==> src/rtl/pipe_pkg.sv <==
// Shared pipeline definitions: MEM/WB packet layout and the write-back select
// encoding used by both the controller and the write-back stage.
package pipe_pkg;

   localparam int unsigned MEM_WB_W = 104;

   localparam int unsigned RW_BIT   = 103;
   localparam int unsigned M2R_BIT  = 102;
   localparam int unsigned PC2R_BIT = 101;
   localparam int unsigned PC_HI    = 100;
   localparam int unsigned PC_LO    = 69;
   localparam int unsigned DM_HI    = 68;
   localparam int unsigned DM_LO    = 37;
   localparam int unsigned ALU_HI   = 36;
   localparam int unsigned ALU_LO   = 5;
   localparam int unsigned RD_HI    = 4;
   localparam int unsigned RD_LO    = 0;

   localparam int unsigned RD_W     = RD_HI - RD_LO + 1;
   localparam int unsigned FIELD_W  = PC_HI - PC_LO + 1;

   typedef enum logic [1:0] {
      WB_SEL_ALU = 2'b00,
      WB_SEL_MEM = 2'b01,
      WB_SEL_PC  = 2'b10
   } wb_sel_e;

   typedef struct packed {
      logic                reg_write;
      logic                mem_to_reg;
      logic                pc_to_reg;
      logic [FIELD_W-1:0]  pc_add;
      logic [FIELD_W-1:0]  dm_out;
      logic [FIELD_W-1:0]  alu_out;
      logic [RD_W-1:0]     rd;
   } mem_wb_t;

   // PctoReg outranks MemtoReg when both are set.
   function automatic wb_sel_e wb_sel_decode(input logic mem_to_reg, input logic pc_to_reg);
      wb_sel_e sel;
      if (pc_to_reg) begin
         sel = WB_SEL_PC;
      end else if (mem_to_reg) begin
         sel = WB_SEL_MEM;
      end else begin
         sel = WB_SEL_ALU;
      end
      return sel;
   endfunction

endpackage

==> src/rtl/wb_stage_reg_file.sv <==
// Architectural register file: one write port, two combinational read ports
// with register-zero and same-cycle write-through handling.
module reg_file
   import pipe_pkg::*;
#(
   parameter int unsigned NREG = 32,
   parameter int unsigned DW   = 32
) (
   input  logic            clock,
   input  logic            reset,
   input  logic            we,
   input  logic [RD_W-1:0] waddr,
   input  logic [DW-1:0]   wdata,
   input  logic [RD_W-1:0] rs_addr,
   input  logic [RD_W-1:0] rt_addr,
   output logic [DW-1:0]   rs_data,
   output logic [DW-1:0]   rt_data
);

   logic [DW-1:0] regs [NREG];

   always_ff @(posedge clock or negedge reset) begin
      if (!reset) begin
         for (int unsigned i = 0; i < NREG; i++) begin
            regs[i] <= '0;
         end
      end else if (we && (waddr != '0)) begin
         regs[waddr] <= wdata;
      end
   end

   // Reads are forced to zero while reset is held, including the bypass path.
   always_comb begin
      rs_data = '0;
      if (reset && (rs_addr != '0)) begin
         if (we && (rs_addr == waddr)) begin
            rs_data = wdata;
         end else begin
            rs_data = regs[rs_addr];
         end
      end
   end

   always_comb begin
      rt_data = '0;
      if (reset && (rt_addr != '0)) begin
         if (we && (rt_addr == waddr)) begin
            rt_data = wdata;
         end else begin
            rt_data = regs[rt_addr];
         end
      end
   end

endmodule

==> src/rtl/wb_stage.sv <==
// Write-back stage: decodes the MEM/WB packet, selects the write-back value,
// commits it to the register file and keeps debug commit tracking.
module wb_stage
   import pipe_pkg::*;
#(
   parameter int unsigned NREG = 32,
   parameter int unsigned DW   = 32,
   parameter int unsigned CW   = 32
) (
   input  logic                clock,
   input  logic                reset,
   input  logic [MEM_WB_W-1:0] mem_wb_in,
   input  logic [RD_W-1:0]     rs_addr,
   input  logic [RD_W-1:0]     rt_addr,
   output logic [DW-1:0]       rs_data,
   output logic [DW-1:0]       rt_data,
   output logic                wb_we,
   output logic [RD_W-1:0]     wb_rd,
   output logic [DW-1:0]       wb_data,
   output logic [CW-1:0]       commit_count,
   output logic [RD_W-1:0]     last_rd,
   output logic [DW-1:0]       last_data
);

   mem_wb_t pkt;
   wb_sel_e wb_sel;

   always_comb begin
      pkt.reg_write  = mem_wb_in[RW_BIT];
      pkt.mem_to_reg = mem_wb_in[M2R_BIT];
      pkt.pc_to_reg  = mem_wb_in[PC2R_BIT];
      pkt.pc_add     = mem_wb_in[PC_HI:PC_LO];
      pkt.dm_out     = mem_wb_in[DM_HI:DM_LO];
      pkt.alu_out    = mem_wb_in[ALU_HI:ALU_LO];
      pkt.rd         = mem_wb_in[RD_HI:RD_LO];
   end

   always_comb begin
      wb_sel = wb_sel_decode(pkt.mem_to_reg, pkt.pc_to_reg);
      unique case (wb_sel)
         WB_SEL_PC:  wb_data = DW'(pkt.pc_add);
         WB_SEL_MEM: wb_data = DW'(pkt.dm_out);
         default:    wb_data = DW'(pkt.alu_out);
      endcase
   end

   assign wb_rd = pkt.rd;
   assign wb_we = pkt.reg_write && (pkt.rd != '0);

   reg_file #(
      .NREG (NREG),
      .DW   (DW)
   ) u_reg_file (
      .clock   (clock),
      .reset   (reset),
      .we      (wb_we),
      .waddr   (wb_rd),
      .wdata   (wb_data),
      .rs_addr (rs_addr),
      .rt_addr (rt_addr),
      .rs_data (rs_data),
      .rt_data (rt_data)
   );

   always_ff @(posedge clock or negedge reset) begin
      if (!reset) begin
         commit_count <= '0;
         last_rd      <= '0;
         last_data    <= '0;
      end else if (wb_we) begin
         commit_count <= commit_count + CW'(1);
         last_rd      <= wb_rd;
         last_data    <= wb_data;
      end
   end

endmodule

==> config.mk <==
export PLATFORM = sky130hd
export DESIGN_NAME = wb_stage
export DESIGN_NICKNAME = d
export VERILOG_FILES = /design/src/rtl/pipe_pkg.sv /design/src/rtl/wb_stage_reg_file.sv /design/src/rtl/wb_stage.sv
export SDC_FILE = /design/constraint.sdc
export NUM_CORES = 2
export LEC_CHECK = 0
export CAP_MARGIN = 20
export CORE_ASPECT_RATIO = 0.5
export CORE_MARGIN = 3
export CORE_UTILIZATION = 30
export CTS_CLUSTER_SIZE = 25
export DETAILED_ROUTE_END_ITERATION = 12
export GPL_TIMING_DRIVEN = 0
export PLACE_DENSITY = 0.57
export SLEW_MARGIN = 5
export SYNTH_ARGS = -nofsm -noshare
export SYNTH_HDL_FRONTEND = slang
export SYNTH_SLANG_ARGS = --single-unit
==> constraint.sdc <==
create_clock -name clock -period 2.95 [get_ports clock]
set_input_delay 0.59 -clock clock [delete_from_list [all_inputs] [get_ports clock]]
set_output_delay 0.59 -clock clock [all_outputs]
set_load 0.02 [all_outputs]
Word-level counts from Yosys, hierarchy flattened --
Cells that the tools add are included.
Storage, ports and cells: output and inout port bits 171, flip-flop bits (word level) 1093
Cells by class: bitwise logic cells 3, multiplexer cells 16, eq/ne operators 4, add/sub/neg operators 1, reductions and logical operators 10, order comparisons 4
Operator list (number):
- 1024-bit bitwise mux | 1
- 32-bit binary-select mux with 5-bit select | 2
- 32-bit two-way mux | 9
- 32-bit demux with 5-bit select | 1
- 32-bit case mux with 2 select lines | 1
- 32-bit by 1-bit adder with 32-bit output, second input constant | 1
- 6-bit greater-or-equal comparator, second input constant | 3
- 5-bit NOT with 6-bit output | 3
- 5-bit nonzero test | 3
- 5-bit == test | 2
- 1-bit logical AND | 7
- 6-bit by 1-bit less-than comparator with 1-bit output, second input constant | 1
- 2-bit by 1-bit == test with 1-bit output, second input constant | 1
- 2-bit == test, second input constant | 1
- 2-bit two-way mux | 1
- 1-bit two-way mux | 1

Longest topological paths before layout --
word-level depth 6, depth in mapped cells 9, depth with buffers taken out 6

Modules after synthesis --
From an unflattened synthesis, not the netlist that was laid out.
Unflattened totals: cell total of the unflattened synthesis 4234, area total of the unflattened synthesis 58716.3 sq um
Modules (own cells, without submodules):
- reg_file | times used 1, sequential area each 25624.6 sq um, cells each 3903, area each 55076.6 sq um
- wb_stage | times used 1, sequential area each 1726.7 sq um, cells each 331, area each 3639.7 sq um

Worst setup path after synthesis --
No wires, ideal clock.
path kind input -> output, start point input rt_addr[0], end point output rt_data[19], data arrival time 2.583 ns, setup slack -0.223 ns, buffers on the path 1, stages 5, cells stage by stage buf_1 -> mux4_2 -> mux4_2 -> nor2b_1 -> a211o_1
On the way: word-level cells in the longest chain between the ends 6
Ends and longest elaborated chain:
- start: declaration | line wb_stage.sv:14 | input logic [RD_W-1:0] rt_addr,
- 5-bit NOT with 6-bit output (not written as such) | line wb_stage_reg_file.sv:50 | rt_data = regs[rt_addr];
- 32-bit binary-select mux with 5-bit select | line wb_stage_reg_file.sv:50
- 32-bit two-way mux (not written as such) (2 in a row) | line wb_stage_reg_file.sv:50
- 32-bit two-way mux | line wb_stage_reg_file.sv:47 | if (we && (rt_addr == waddr)) begin
- 32-bit two-way mux * | line wb_stage_reg_file.sv:46 | if (reset && (rt_addr != '0)) begin
- end: declaration | line wb_stage.sv:16 | output logic [DW-1:0] rt_data,
Mark *: on every way between the ends. The rest lies on a longest branch, timed or not. The select of a mux whose other input is x is not followed.

Worst setup path in the final report --
start point register u_reg_file.regs[3] (netlist name), end point output rt_data[3]
On the way: word-level cells in the longest chain between the ends 5
Ends and longest elaborated chain:
- start: declaration | line wb_stage_reg_file.sv:20 | logic [DW-1:0] regs [NREG];
- start signal: indexed assignment | line wb_stage_reg_file.sv:28 | regs[waddr] <= wdata;
- 32-bit binary-select mux with 5-bit select | line wb_stage_reg_file.sv:50
- 32-bit two-way mux (not written as such) (2 in a row) | line wb_stage_reg_file.sv:50
- 32-bit two-way mux | line wb_stage_reg_file.sv:47
- 32-bit two-way mux | line wb_stage_reg_file.sv:46
Every way passes these cells. The select of a mux whose other input is x is not followed.

==> impl_metrics.py <==
metrics = {
    "synth": {
        "ys_seq_area_share_pct": 49.4,
        "synthArstFlopShare_pct": 100,
        "syn_area_um2": 55300,
        "synthTopCellsByArea": "dfrtp_1 (49%), mux4_2 (21%), o21ai_0 (8.8%)",
        "yosysWarnings": 0,
        "synth_ff_type": "dfrtp_1",
        "synth_top_area_share_pct": 49.4,
        "yosys.cell_types.count": 47,
        "ys_ff_latch": 1093,
        "synthCells": 4956,
        "yosys.area.top_type": "dfrtp_1",
        "synth_edf_count": 0,
        "syn_avg_cell_area_um2": 11.2,
        "syn_nets": 5073,
    },
    "finish": {
        "fin_area_um2": 72600,
        "final_cell_mix": "nand2_1 (1,097), dfrtp_1 (1,093), o21ai_0 (972), mux4_2 (526), clkbuf_1 (353)",
        "drive_gt1_share_pct": 27.2,
        "syn_to_final_growth_pct": 31.1,
        "n_fill_cell": 17300,
        "final_nets": 5742,
        "layout_commonest_cell": "nand2_1",
    },
    "routing": {
        "drt_iter0_markers": 7180,
        "wl_per_cell_um": 30.8,
        "drt-vias-per-instance": 5.91,
        "drtAntennaViolNets": 0,
        "dr.pass1.iters": 6,
        "routed_wl_um": 251000,
        "route.detailed.drc": 0,
        "dr_total_vias": 48100,
    },
    "floorplan": {
        "io_pins": 287,
        "die_x_um": 613,
        "rows": 110,
        "die_h_um": 310,
        "coreArea_um2": 182000,
        "start_util_pct": 30.5,
        "die_area_um2": 190000,
    },
    "clock_tree": {
        "clk_pin_slew_worst_paths_ps": 70,
        "cts_buffer_depth": 3,
        "cts_made_buffers": 112,
        "clock-sinks": 1093,
        "cts_root_buffer": "clkbuf_16",
        "htree_levels": 3,
        "cts_tree": "done",
        "insertion_delay_ps": 740,
    },
    "sta": {
        "tightestPinTransition_ps": 1220,
        "hold_viol": 0,
        "period_minus_slack_ps": 3500,
        "post-route-period-util_pct": 118,
        "tns_ps": -23390,
        "fin_skew_ps": 22.2,
        "setup_violations": 66,
        "max_freq_ghz": 0.286,
        "setup_ws_ps": -545,
        "drv_slew": 0,
        "max_slew_margin_pct": 18.3,
        "rsz0062_at_grt": "true",
    },
    "critical_path": {
        "reg2reg_depth": 6,
        "required_ps": 2360,
        "end_kind": "primary output",
        "worstSetupPathType": "flop to primary output",
        "critPathSlowestCell": "mux4_2",
        "cp_data_arrival_time_ps": 2910,
        "critPathLaunchType": "flop",
        "crit_fanout": 2,
        "cpMostUsedCell": "mux4_2",
        "worstPathCellList": "mux4_2 -> mux4_2 -> nor2b_4 -> a211o_1 -> buf_6",
        "crit_path_max_incr_delay_ps": 560,
    },
    "power_and_ir_drop": {
        "comb_power_share_pct": 25.1,
        "switchingPower_mw": 15.0,
        "clkPwrFrac_pct": 32.9,
        "p_sw_share_pct": 31.9,
        "pwr_density_cell_nw_per_um2": 647,
        "power.total_mw": 47.0,
        "p_int_mw": 32.0,
        "power.share.sequential_pct": 42.0,
        "ir_drop_mv": 0.496,
        "leakage_nw": 30.7,
    },
    "status": {
        "violations": "setup timing",
        "status": "finished, violations left",
    },
    "global_routing": {
        "grt_max_degree": 155,
        "grt_pass1_wl_um": 350000,
        "antenna_found_initial": 9,
        "grt_usage_pct": 25.8,
        "grt_pass1_vias": 46400,
        "globalRouteOverflowTotal": 0,
    },
    "place": {
        "dpl_cell_area_um2": 61700,
        "pre_cts_slack_ps": -2860,
        "gp_congestion": 0.986,
        "port_buffers": 276,
        "hpwl_um": 181000,
    },
    "min_path": {
        "hold_class": "primary input to asynchronous set/reset pin",
    },
    "job": {
        "maxCapViolations": 0,
    },
}
[registers in the layout, indices dropped and copies added (netlist names)]
| name | flops |
|---|---|
| last_data | 32 |
| last_rd | 5 |
| commit_count | 32 |
| u_reg_file.regs | 1024 |
[stage by stage]
stage | hold WS (ps) | cells | utilization [%]
final | 130 | 8137 | 39.9
after global routing | 112 | 8133 | 39.9
after CTS | 79.8 | 8079 | 39.4
after detailed placement | 462 | 7666 | 33.9
after global placement | 455 | 7640 | 33.7
after floorplan | 294 | 4956 | -
[critical path: cells and delay by family, from the launching register on]
kind / cells / cell delay [ps]
buffers and inverters: 1 / 160
multiplexers: 2 / 1110
AND/OR/NAND/NOR: 1 / 180
flip-flops: 1 / 390
AO/OA/AOI/OAI: 1 / 300
[final cells by class]
type / instances / area (µm²) / area share [%]
diodes: 9 / 22.5 / 0.0310
plain buffers: 533 / 3920 / 5.40
clock buffers: 164 / 3290 / 4.54
clock inverters: 45 / 617 / 0.850
inverters: 39 / 151 / 0.209
multi-input cells: 3287 / 28000 / 38.5
flip-flops and latches: 1093 / 27400 / 37.7
well taps: 2408 / 3010 / 4.15
repair buffers: 559 / 6240 / 8.59
[power groups by stage]
stage | clock network, mW | registers (mW) | logic (mW)
global placement | 0 | 19.8 | 9.19
CTS | 15.5 | 19.6 | 11.1
finish | 15.4 | 19.7 | 11.8
detailed placement | 0 | 19.9 | 9.59
floorplan | 0 | 19.3 | 5.85
global route | 16.1 | 20.0 | 12.5
[path summary, 6_finish.rpt]
check | from | slack (ps) | endpoint
max | u_reg_file.regs[3] | -550 | rt_data[3]
max in group asynchronous | reset | 1170 | u_reg_file.regs[957]
min | reset | 130 | u_reg_file.regs[621]
max reg2reg | commit_count[0] | 130 | commit_count[28]
min in group clock | mem_wb_in[103] | 250 | last_rd[4]
min reg2reg | u_reg_file.regs[1018] | 470 | u_reg_file.regs[1018]
[synthesized netlist by cell type (all sizes together), types with 2 or more instances]
| cell type | number |
|---|---|
| inv | 39 |
| xnor2 | 23 |
| nor2 | 54 |
| a21oi | 63 |
| mux2 | 5 |
| o211a | 3 |
| o21a | 4 |
| nand2 | 1127 |
| and4 | 5 |
| or4 | 2 |
| a211o | 32 |
| a22o | 34 |
| a221oi | 35 |
| dfrtp | 1093 |
| o221ai | 32 |
| o21ai | 1040 |
| nor3b | 5 |
| nand4 | 6 |
| nand3 | 10 |
| nor4 | 4 |
| clkbuf | 417 |
| and3 | 9 |
| xor2 | 18 |
| buf | 120 |
| and2 | 4 |
| mux2i | 61 |
| nor3 | 5 |
| mux4 | 526 |
| a22oi | 115 |
| a211oi | 21 |
| nor2b | 37 |
[cell families after synthesis]
logic type | share of synthesized area [%]
compound gates | 14.1
simple gates | 9.03
flops | 49.4
mux | 22.6
buf+inv | 4.15
xor+xnor | 0.649
fa+ha+maj | 0.0226
[per-layer routing]
layer / GRT usage (%) / routed length, µm / vias up
li1: - / - / 19400
met1: 32.6 / 92100 / 24800
met2: 37.6 / 107000 / 3234
met3: 10.9 / 35900 / 651
met4: 13.2 / 15800 / 2
met5: 0 / 12 / -
[repair_timing]
item	CTS	global route
cloned	18	6
endpoints found under the hold margin	146	0
pin swaps	133	82
gates resized for setup	1291	141
endpoints found under the setup margin	684	70
hold buffers	14	0
setup buffers	172	52
(Power assumes the default switching activity.)
